[src/rtl/serial_word_sequencer.sv]
// Frames serial bits into an external shift register and holds each word for a valid/ready consumer.
// Optional SHIFT-state watchdog is compiled in with SWS_WATCHDOG_EN.
module serial_word_sequencer #(
  parameter int WIDTH   = 8,
  parameter int TIMEOUT = 255
) (
  input  logic             CLK,
  input  logic             RSTN,
  input  logic             SDV,
  input  logic             SYNC,
  output logic             SR_CE,
  input  logic [WIDTH-1:0] SR_Q,
  output logic [WIDTH-1:0] DOUT,
  output logic             DVALID,
  input  logic             DREADY,
  output logic             OVR,
  output logic             FERR,
  output logic             TOUT,
  input  logic             CLR,
  output logic             BUSY
);

  localparam int CW = $clog2(WIDTH) + 1;
  localparam logic [CW-1:0] LAST = CW'(WIDTH - 1);
  localparam logic [CW-1:0] ONE  = CW'(1);

  if (WIDTH < 2) begin : g_width_chk
    $error("WIDTH must be at least 2");
  end
  if (TIMEOUT < 1) begin : g_timeout_chk
    $error("TIMEOUT must be at least 1");
  end

  typedef enum logic [1:0] {
    IDLE,
    SHIFT,
    CAPTURE
  } state_t;

  state_t state;
  state_t state_nx;

  logic [CW-1:0] cnt;
  logic [CW-1:0] cnt_nx;

  logic frame_go;
  logic abort;
  logic cap_load;
  logic ovr_set;
  logic ferr_set;
  logic accept;

  assign frame_go = SDV & SYNC;
  assign accept   = DVALID & DREADY;
  assign BUSY     = (state != IDLE);

  always_comb begin
    state_nx = state;
    cnt_nx   = cnt;
    SR_CE    = 1'b0;
    cap_load = 1'b0;
    ovr_set  = 1'b0;
    ferr_set = 1'b0;
    unique case (state)
      IDLE: begin
        SR_CE = frame_go;
        if (frame_go) begin
          state_nx = SHIFT;
          cnt_nx   = ONE;
        end
      end
      SHIFT: begin
        if (abort) begin
          state_nx = IDLE;
          cnt_nx   = '0;
        end else begin
          SR_CE = SDV;
          if (frame_go) begin
            ferr_set = 1'b1;
            cnt_nx   = ONE;
          end else if (SDV) begin
            if (cnt == LAST) begin
              state_nx = CAPTURE;
              cnt_nx   = '0;
            end else begin
              cnt_nx = cnt + 1'b1;
            end
          end
        end
      end
      CAPTURE: begin
        // SR_Q is sampled before any shift caused by a new frame's first bit
        cap_load = ~DVALID | DREADY;
        ovr_set  = DVALID & ~DREADY;
        SR_CE    = frame_go;
        if (frame_go) begin
          state_nx = SHIFT;
          cnt_nx   = ONE;
        end else begin
          state_nx = IDLE;
        end
      end
      default: begin
        state_nx = IDLE;
        cnt_nx   = '0;
      end
    endcase
    if (!RSTN) begin
      SR_CE = 1'b0;
    end
  end

  always_ff @(posedge CLK or negedge RSTN) begin
    if (!RSTN) begin
      state <= IDLE;
      cnt   <= '0;
    end else begin
      state <= state_nx;
      cnt   <= cnt_nx;
    end
  end

  always_ff @(posedge CLK or negedge RSTN) begin
    if (!RSTN) begin
      DOUT   <= '0;
      DVALID <= 1'b0;
    end else if (cap_load) begin
      DOUT   <= SR_Q;
      DVALID <= 1'b1;
    end else if (accept) begin
      DVALID <= 1'b0;
    end
  end

  // A set in the same cycle as CLR wins
  always_ff @(posedge CLK or negedge RSTN) begin
    if (!RSTN) begin
      OVR  <= 1'b0;
      FERR <= 1'b0;
    end else begin
      OVR  <= ovr_set | (OVR & ~CLR);
      FERR <= ferr_set | (FERR & ~CLR);
    end
  end

`ifdef SWS_WATCHDOG_EN
  localparam int IW = $clog2(TIMEOUT + 1);
  localparam logic [IW-1:0] IDLE_MAX = IW'(TIMEOUT - 1);

  logic [IW-1:0] idle;

  assign abort = (state == SHIFT) & ~SDV & (idle == IDLE_MAX);

  always_ff @(posedge CLK or negedge RSTN) begin
    if (!RSTN) begin
      idle <= '0;
    end else if ((state != SHIFT) || SDV || abort) begin
      idle <= '0;
    end else begin
      idle <= idle + 1'b1;
    end
  end

  always_ff @(posedge CLK or negedge RSTN) begin
    if (!RSTN) begin
      TOUT <= 1'b0;
    end else begin
      TOUT <= abort | (TOUT & ~CLR);
    end
  end
`else
  assign abort = 1'b0;
  assign TOUT  = 1'b0;
`endif

endmodule

[config.mk]
export PLATFORM = sky130hd
export DESIGN_NAME = serial_word_sequencer
export DESIGN_NICKNAME = d
export VERILOG_FILES = /design/src/rtl/serial_word_sequencer.sv
export SDC_FILE = /design/constraint.sdc
export NUM_CORES = 1
export LEC_CHECK = 0
export BUFFER_PORTS_ARGS = -buffer_cell sky130_fd_sc_hd__buf_4
export CORE_MARGIN = 4
export CORE_UTILIZATION = 45
export DETAILED_ROUTE_END_ITERATION = 8
export GPL_TIMING_DRIVEN = 1
export PLACE_DENSITY = 0.69
export SYNTH_ARGS = -nofsm -noshare
export SYNTH_HDL_FRONTEND = slang
export SYNTH_SLANG_ARGS = --single-unit
[constraint.sdc]
create_clock -name CLK -period 3.9 [get_ports CLK]
set_input_delay 0.195 -clock CLK [delete_from_list [all_inputs] [get_ports CLK]]
set_output_delay 0.195 -clock CLK [all_outputs]
set_load 0.02 [all_outputs]
==> results of run 1 <==
critical path: cells and delay by family (launching register included):
kind	cells	cell delay, ns
AOI/OAI and AO/OA	1	0.11
buffers and inverters	1	0.15
and+or+nand+nor	2	0.44
DFF	1	0.47
power by group through the flow:
| stage | Clock, mW | Sequential, mW | Combinational (mW) |
|---|---|---|---|
| after detailed placement | 0 | 0.241 | 0.164 |
| after global placement | 0 | 0.240 | 0.161 |
| after floorplan | 0 | 0.245 | 0.103 |
| after CTS | 0.0969 | 0.238 | 0.165 |
| final | 0.0913 | 0.238 | 0.163 |
| after global routing | 0.106 | 0.244 | 0.181 |
Yosys cell counts (2+ instances only):
cell type	n	share of area, %
dfrtp_1	17	52
mux2_4	8	15
nand2_1	4	1.8
inv_1	3	1.4
a31o_2	2	2.1
a32o_1	2	2.4
and2_1	2	1.5
and3_1	2	1.5
nand2b_1	2	1.5
o22ai_1	2	1.5
o311ai_1	2	2.1
worst paths after layout:
path / end / cells past startpoint
max in group asynchronous: DOUT[2]$_DFFE_PN0P_ / 2
max reg2reg: DOUT[7]$_DFFE_PN0P_ / 3
min: FERR$_DFF_PN0_ / 2
max: SR_CE / 4
min in group asynchronous: state[1]$_DFFE_PN0P_ / 2
min reg2reg: DOUT[5]$_DFFE_PN0P_ / 1
cell type report:
cell class | instances | area share [%]
timing repair buffer | 27 | 19.3
sequential | 17 | 40.0
tap | 25 | 2.94
clock buffer | 4 | 2.47
inverter | 3 | 1.06
multi-input combinational | 43 | 34.3
flip-flops by register name, indices dropped and copies added (netlist names):
register / count
FERR: 1
cnt: 4
DVALID: 1
OVR: 1
DOUT: 8
state: 2
repair_timing:
item	in CTS	in global routing
hold endpoints to repair	17	0
hold buffers	1	0
gates resized for setup	0	0
cells by family after synthesis:
family,count (synthesis),share of synthesized area (%)
AOI/OAI and AO/OA,14,13.6
buffers and inverters,5,3.66
and+or+nand+nor,19,14.3
adders and majority gates,1,1.52
DFF,17,51.8
other,1,0.457
muxes,8,14.6
layer usage:
layer  GRT usage, %  share of wire (%)
met1           15.3                 41
met2           24.1                 53
met3           6.53                5.2
met4           2.24                  0
met5              0                  0
metrics by stage:
stage	worst slack, ns	instances	hold slack (ns)	area, sq um	power (mW)
floorplan	2.63	65	-0.101	821	0.348
global placement	2.38	114	0.0711	1030	0.401
detailed placement	2.31	114	0.0724	1030	0.405
CTS	2.24	119	0.0919	1060	0.500
global route	2.15	119	0.0777	1060	0.530
finish	2.25	119	0.105	1060	0.493
==> results by group, run 1 <==
Timing
  – Setup repair after global routing missed its margin: false
  – Highest clock rate: 0.608 GHz
  – Final Cycle Share: 42.2%
  – Normalized max-slew margin: 60.7%
  – Number of max-slew violations in the final report: 0
  – Transition time of the tightest slew-check pin: 0.586 ns
  – Setup skew after layout: 0.00281 ns
  – Number of setup violations in the final report: 0
  – Final hold viol count: 0
  – Setup Total Neg Slack: 0 ns
  – Min Clock Period, post-route: 1.65 ns

Power and ir drop
  – Cell internal power dissipation: 0.336 mW
  – Cell area power density: 463 nW/um^2
  – Share of total power in sequential cells: 48.4%
  – IR drop worst, VDD: 0.297 mV
  – Combinational power share: 33.1%
  – Leakage power figure: 0.516 nW
  – Clock share of power: 18.5%
  – Switching fraction of total power: 31.8%
  – Switching power: 0.157 mW

Synth
  – Seq/Total Area, Yosys: 51.8%
  – Ys flop type: dfrtp_1
  – Post-synthesis instance total: 65
  – Synthesized netlist net count: 80
  – Netlist area before placement: 821 sq um
  – Post-synth ARST share: 100%
  – FF+latch count, synth: 17
  – Number of enable flip-flop cells after synthesis: 0
  – Distinct cell type count after synthesis: 30
  – Warning count from the yosys run: 0
  – Mean post-synth cell area: 12.6 sq um

Floorplanning
  – Top-Level Pins: 28
  – Rows: 15
  – Floorplan die area: 2570 sq um
  – Core area: 1730 sq um
  – Starting Density: 47.5%
  – Horizontal die dimension: 50.7 microns
  – Die extent in y: 50.7 microns

Clock network
  – Num CTS Buffers: 3
  – Number of H-tree levels: 1
  – Clock tree from TritonCTS: done
  – Maximum buffer depth of the clock tree: 2
  – Setup Fix Bufs, Post-CTS: 0
  – Clk Tree Root Cell: clkbuf_4
  – Worst-Skew Late Latency: 0.28 ns
  – Number of sinks driven by the clock tree: 17
  – Clock input transition at the sequential cells of the worst setup and hold paths: 0.09 ns

Global route
  – Global-route wire length before repair: 2.59 mm
  – Number of global-route vias before repair: 625
  – Number of antenna violations at the first check in global routing: 0
  – Maximum number of pins on one net before global-route repair: 19
  – Global route overflow: 0
  – All-Layer GR Usage: 13.8%

Detailed routing
  – Count of routing violations after the opening detailed-route iteration: 5
  – Average vias per placed instance: 5.01
  – Drt drc: 0
  – Final routed wire length divided by cell count: 13.4 microns
  – Vias after detailed routing: 596
  – Remaining antenna violation count: 0
  – Overall routed net length: 1.59 mm
  – Number of detailed-routing iterations run before antenna repair: 2

Layout
  – Final design utilization: 61.7%
  – FF+latch area: 425 sq um
  – Post-layout net count: 110
  – Number of filler cells placed in the layout: 156
  – Area used by multi-input combinational logic: 365 sq um
  – Layout cells sized above 1: 44.7%
  – Number of diodes: 0
  – Most common library cell in the layout ignoring fill and taps: buf_4
  – Growth of design area from synthesis to finish: 29.7%
  – Most frequent cells in the layout: buf_4 (26), dfrtp_1 (17), mux2_4 (8)

Critical path
  – Crit path capture type: output port
  – Cell at the slowest stage of the critical path: dfrtp_1
  – Critical path launch point: state[1]$_DFFE_PN0P_
  – Sequence of cells on the critical path: nand2b_1 -> o21ai_0 -> and3_1 -> buf_4
  – Slowest cell delay on critical path: 0.47 ns
  – Max Fanout on Critical Path: 6
  – Worst path arrival time: 1.45 ns
  – Startpoint Class: flip-flop
  – Startpoint of the worst-slack reg-to-reg timing path: state[0]$_DFFE_PN0P_
  – Required time worst endpoint: 3.70 ns
  – Type of the worst setup path: flip-flop to output port
  – Reg2Reg Setup Slack: 2.32 ns

Placement
  – RD Place Congestion: 0.878
  – Number of buffers added on ports: 26
  – Post-DP HPWL: 1.19 mm

Status
  – Result of the run: finished clean

Min path
  – Hold Crit Class: primary input to flip-flop
  – Hold path start: CLR

Job
  – Total of max-cap violations: 0
Note: power is estimated with default switching activity, not from simulation.
==> run 2, diff against run 1 <==
--- a/config.mk
+++ b/config.mk
@@ -7,7 +7,7 @@
 export LEC_CHECK = 0
 export BUFFER_PORTS_ARGS = -buffer_cell sky130_fd_sc_hd__buf_4
 export CORE_MARGIN = 4
-export CORE_UTILIZATION = 45
+export CORE_UTILIZATION = 43
 export DETAILED_ROUTE_END_ITERATION = 8
 export GPL_TIMING_DRIVEN = 1
 export PLACE_DENSITY = 0.69
==> constraint.sdc (replaced) <==
create_clock -name CLK -period 1.5 [get_ports CLK]
set_input_delay 0.075 -clock CLK [delete_from_list [all_inputs] [get_ports CLK]]
set_output_delay 0.075 -clock CLK [all_outputs]
set_load 0.02 [all_outputs]
==> run 2 against run 1 <==
Non-clock buffer count grew 7; wire length grew 2.4%; critical path type unchanged; power grew to 2.6 times the previous value; global-route usage shrank 0.68 points; cell area grew 6.3%; flip-flop and latch count is the same; setup slack lost 2.2 ns; combinational power grew to 2.7 times the previous value.
==> results by group, run 2 (same netlist as run 1, synthesis figures left out) <==
Status
  – Result of the run: finished clean

Global route
  – Maximum number of pins on one net before global-route repair: 19
  – Global-route wire length before repair: 2.62 mm
  – All-Layer GR Usage: 13.1%
  – Global route overflow: 0
  – Number of antenna violations at the first check in global routing: 0
  – Number of global-route vias before repair: 601

Critical path
  – Worst path arrival time: 1.33 ns
  – Startpoint Class: flip-flop
  – Crit path capture type: output port
  – Required time worst endpoint: 1.42 ns
  – Max Fanout on Critical Path: 8
  – Type of the worst setup path: flip-flop to output port
  – Top Family by Delay on Critical Path: flip-flops
  – Number of buffers and inverters on the critical path: 1
  – Cell at the slowest stage of the critical path: dfrtp_1
  – Slowest cell delay on critical path: 0.47 ns
  – Sequence of cells on the critical path: nand2b_2 -> o21ai_0 -> and3_1 -> buf_4

Placement
  – RD Place Congestion: 0.784
  – Post-DP HPWL: 1.19 mm
  – Number of buffers added on ports: 26
  – DP Area: 1040 sq um

Timing
  – Hold slack final: 0.0170 ns
  – Min Clock Period, post-route: 1.40 ns
  – Final hold viol count: 0
  – Final Cycle Share: 93.4%
  – Setup skew after layout: 0.00340 ns
  – Setup Total Neg Slack: 0 ns
  – Number of max-slew violations in the final report: 0
  – Highest clock rate: 0.714 GHz
  – Setup repair after global routing missed its margin: false
  – Number of setup violations in the final report: 0

Floorplanning
  – Top-Level Pins: 28
  – Rows: 15
  – Starting Density: 46.5%
  – Horizontal die dimension: 51.7 microns
  – Floorplan die area: 2670 sq um
  – Die extent in y: 51.7 microns
  – Core area: 1760 sq um

Layout
  – Post-layout net count: 117
  – Final non-filler cell area: 1130 sq um
  – Number of diodes: 0
  – Final design utilization: 64.2%
  – Biggest regs: DOUT x8, cnt x4, state x2
  – Max FFs per register: 8
  – Layout cells sized above 1: 47.5%
  – Most common library cell in the layout ignoring fill and taps: buf_4
  – Most frequent cells in the layout: buf_4 (29), dfrtp_1 (16), mux2_4 (8)
  – Growth of design area from synthesis to finish: 38.0%
  – Register with the most flip-flops: DOUT

Detailed routing
  – Final routed wire length divided by cell count: 13.0 microns
  – Vias after detailed routing: 625
  – Number of detailed-routing iterations run before antenna repair: 4
  – Met2 wire length: 805 microns
  – Drt drc: 0
  – Count of routing violations after the opening detailed-route iteration: 6
  – Remaining antenna violation count: 0
  – Average vias per placed instance: 4.96
  – Highest metal used: met4
  – Met1 wire length: 711 microns
  – Overall routed net length: 1.63 mm
  – Routed wire length on met3: 103 microns

Clock network
  – Clk Tree Root Cell: clkbuf_4
  – Clock tree from TritonCTS: done
  – Number of sinks driven by the clock tree: 17
  – Num CTS Buffers: 3
  – Clock input transition at the sequential cells of the worst setup and hold paths: 0.10 ns
  – Worst-Skew Late Latency: 0.28 ns
  – Number of H-tree levels: 1
  – Maximum buffer depth of the clock tree: 2

Power and ir drop
  – Leakage power figure: 0.549 nW
  – IR drop worst, VDD: 0.689 mV
  – Sum of internal, switching and leakage power: 1.31 mW
  – Cell area power density: 1150 nW/um^2

Min path
  – Hold Crit Class: primary input to flip-flop

Job
  – Total of max-cap violations: 0
[run 2: what timing repair did]
item / in CTS / in global routing
pin swaps: 0 / 0
endpoints found under the hold margin: 19 / 3
setup endpoints to repair: 1 / 1
buffers inserted: 0 / 2
gates resized for setup: 1 / 1
hold buffers: 2 / 3
[run 2: routing by layer]
layer / global-route usage, % / vias to the layer above
li1: - / 306
met2: 21.0 / 17
met1: 16.7 / 300
met5: 0 / -
met4: 3.93 / 0
met3: 4.30 / 2
[run 2: worst register-to-register path: stages, from the launching register on]
cell      delay [ns]
dfrtp_1         0.47
nand2b_4        0.19
nor2b_2         0.10
buf_4           0.20
mux2_4          0.31
[run 2: area by class of cell]
type | count | area [sq um]
inverter | 3 | 11.3
tap | 25 | 31.3
clock inverter | 1 | 5.00
multi-input combinational | 43 | 368
clock buffer | 3 | 22.5
timing repair buffer | 34 | 268
fill | 153 | 632
sequential | 17 | 427
[run 2: per-stage QoR]
step,setup WS (ns),cells
after global placement,0.182,115
after global routing,0.0191,126
after detailed placement,0.151,115
after floorplan,0.230,65
final,0.0987,126
after CTS,0.0142,121
[run 2: worst paths after layout]
kind / from / endpoint / slack (ns) / depth (start not counted)
worst max-delay path: state[0]$_DFFE_PN0P_ / SR_CE / 0.1 / 4
worst min-delay path: SR_Q[2] / DOUT[2]$_DFFE_PN0P_ / 0.02 / 2
min in group asynchronous: RSTN / OVR$_DFF_PN0_ / 0.18 / 2
worst max register to register: state[0]$_DFFE_PN0P_ / DOUT[4]$_DFFE_PN0P_ / 0.13 / 4
worst min register to register: DOUT[4]$_DFFE_PN0P_ / DOUT[4]$_DFFE_PN0P_ / 0.52 / 1
max in group asynchronous: RSTN / state[1]$_DFFE_PN0P_ / 1.12 / 2
[run 2: report_power, final]
part / switching [mW] / internal (mW)
Clock: 0.138 / 0.0988
Combinational: 0.205 / 0.242
Sequential: 0.0792 / 0.542
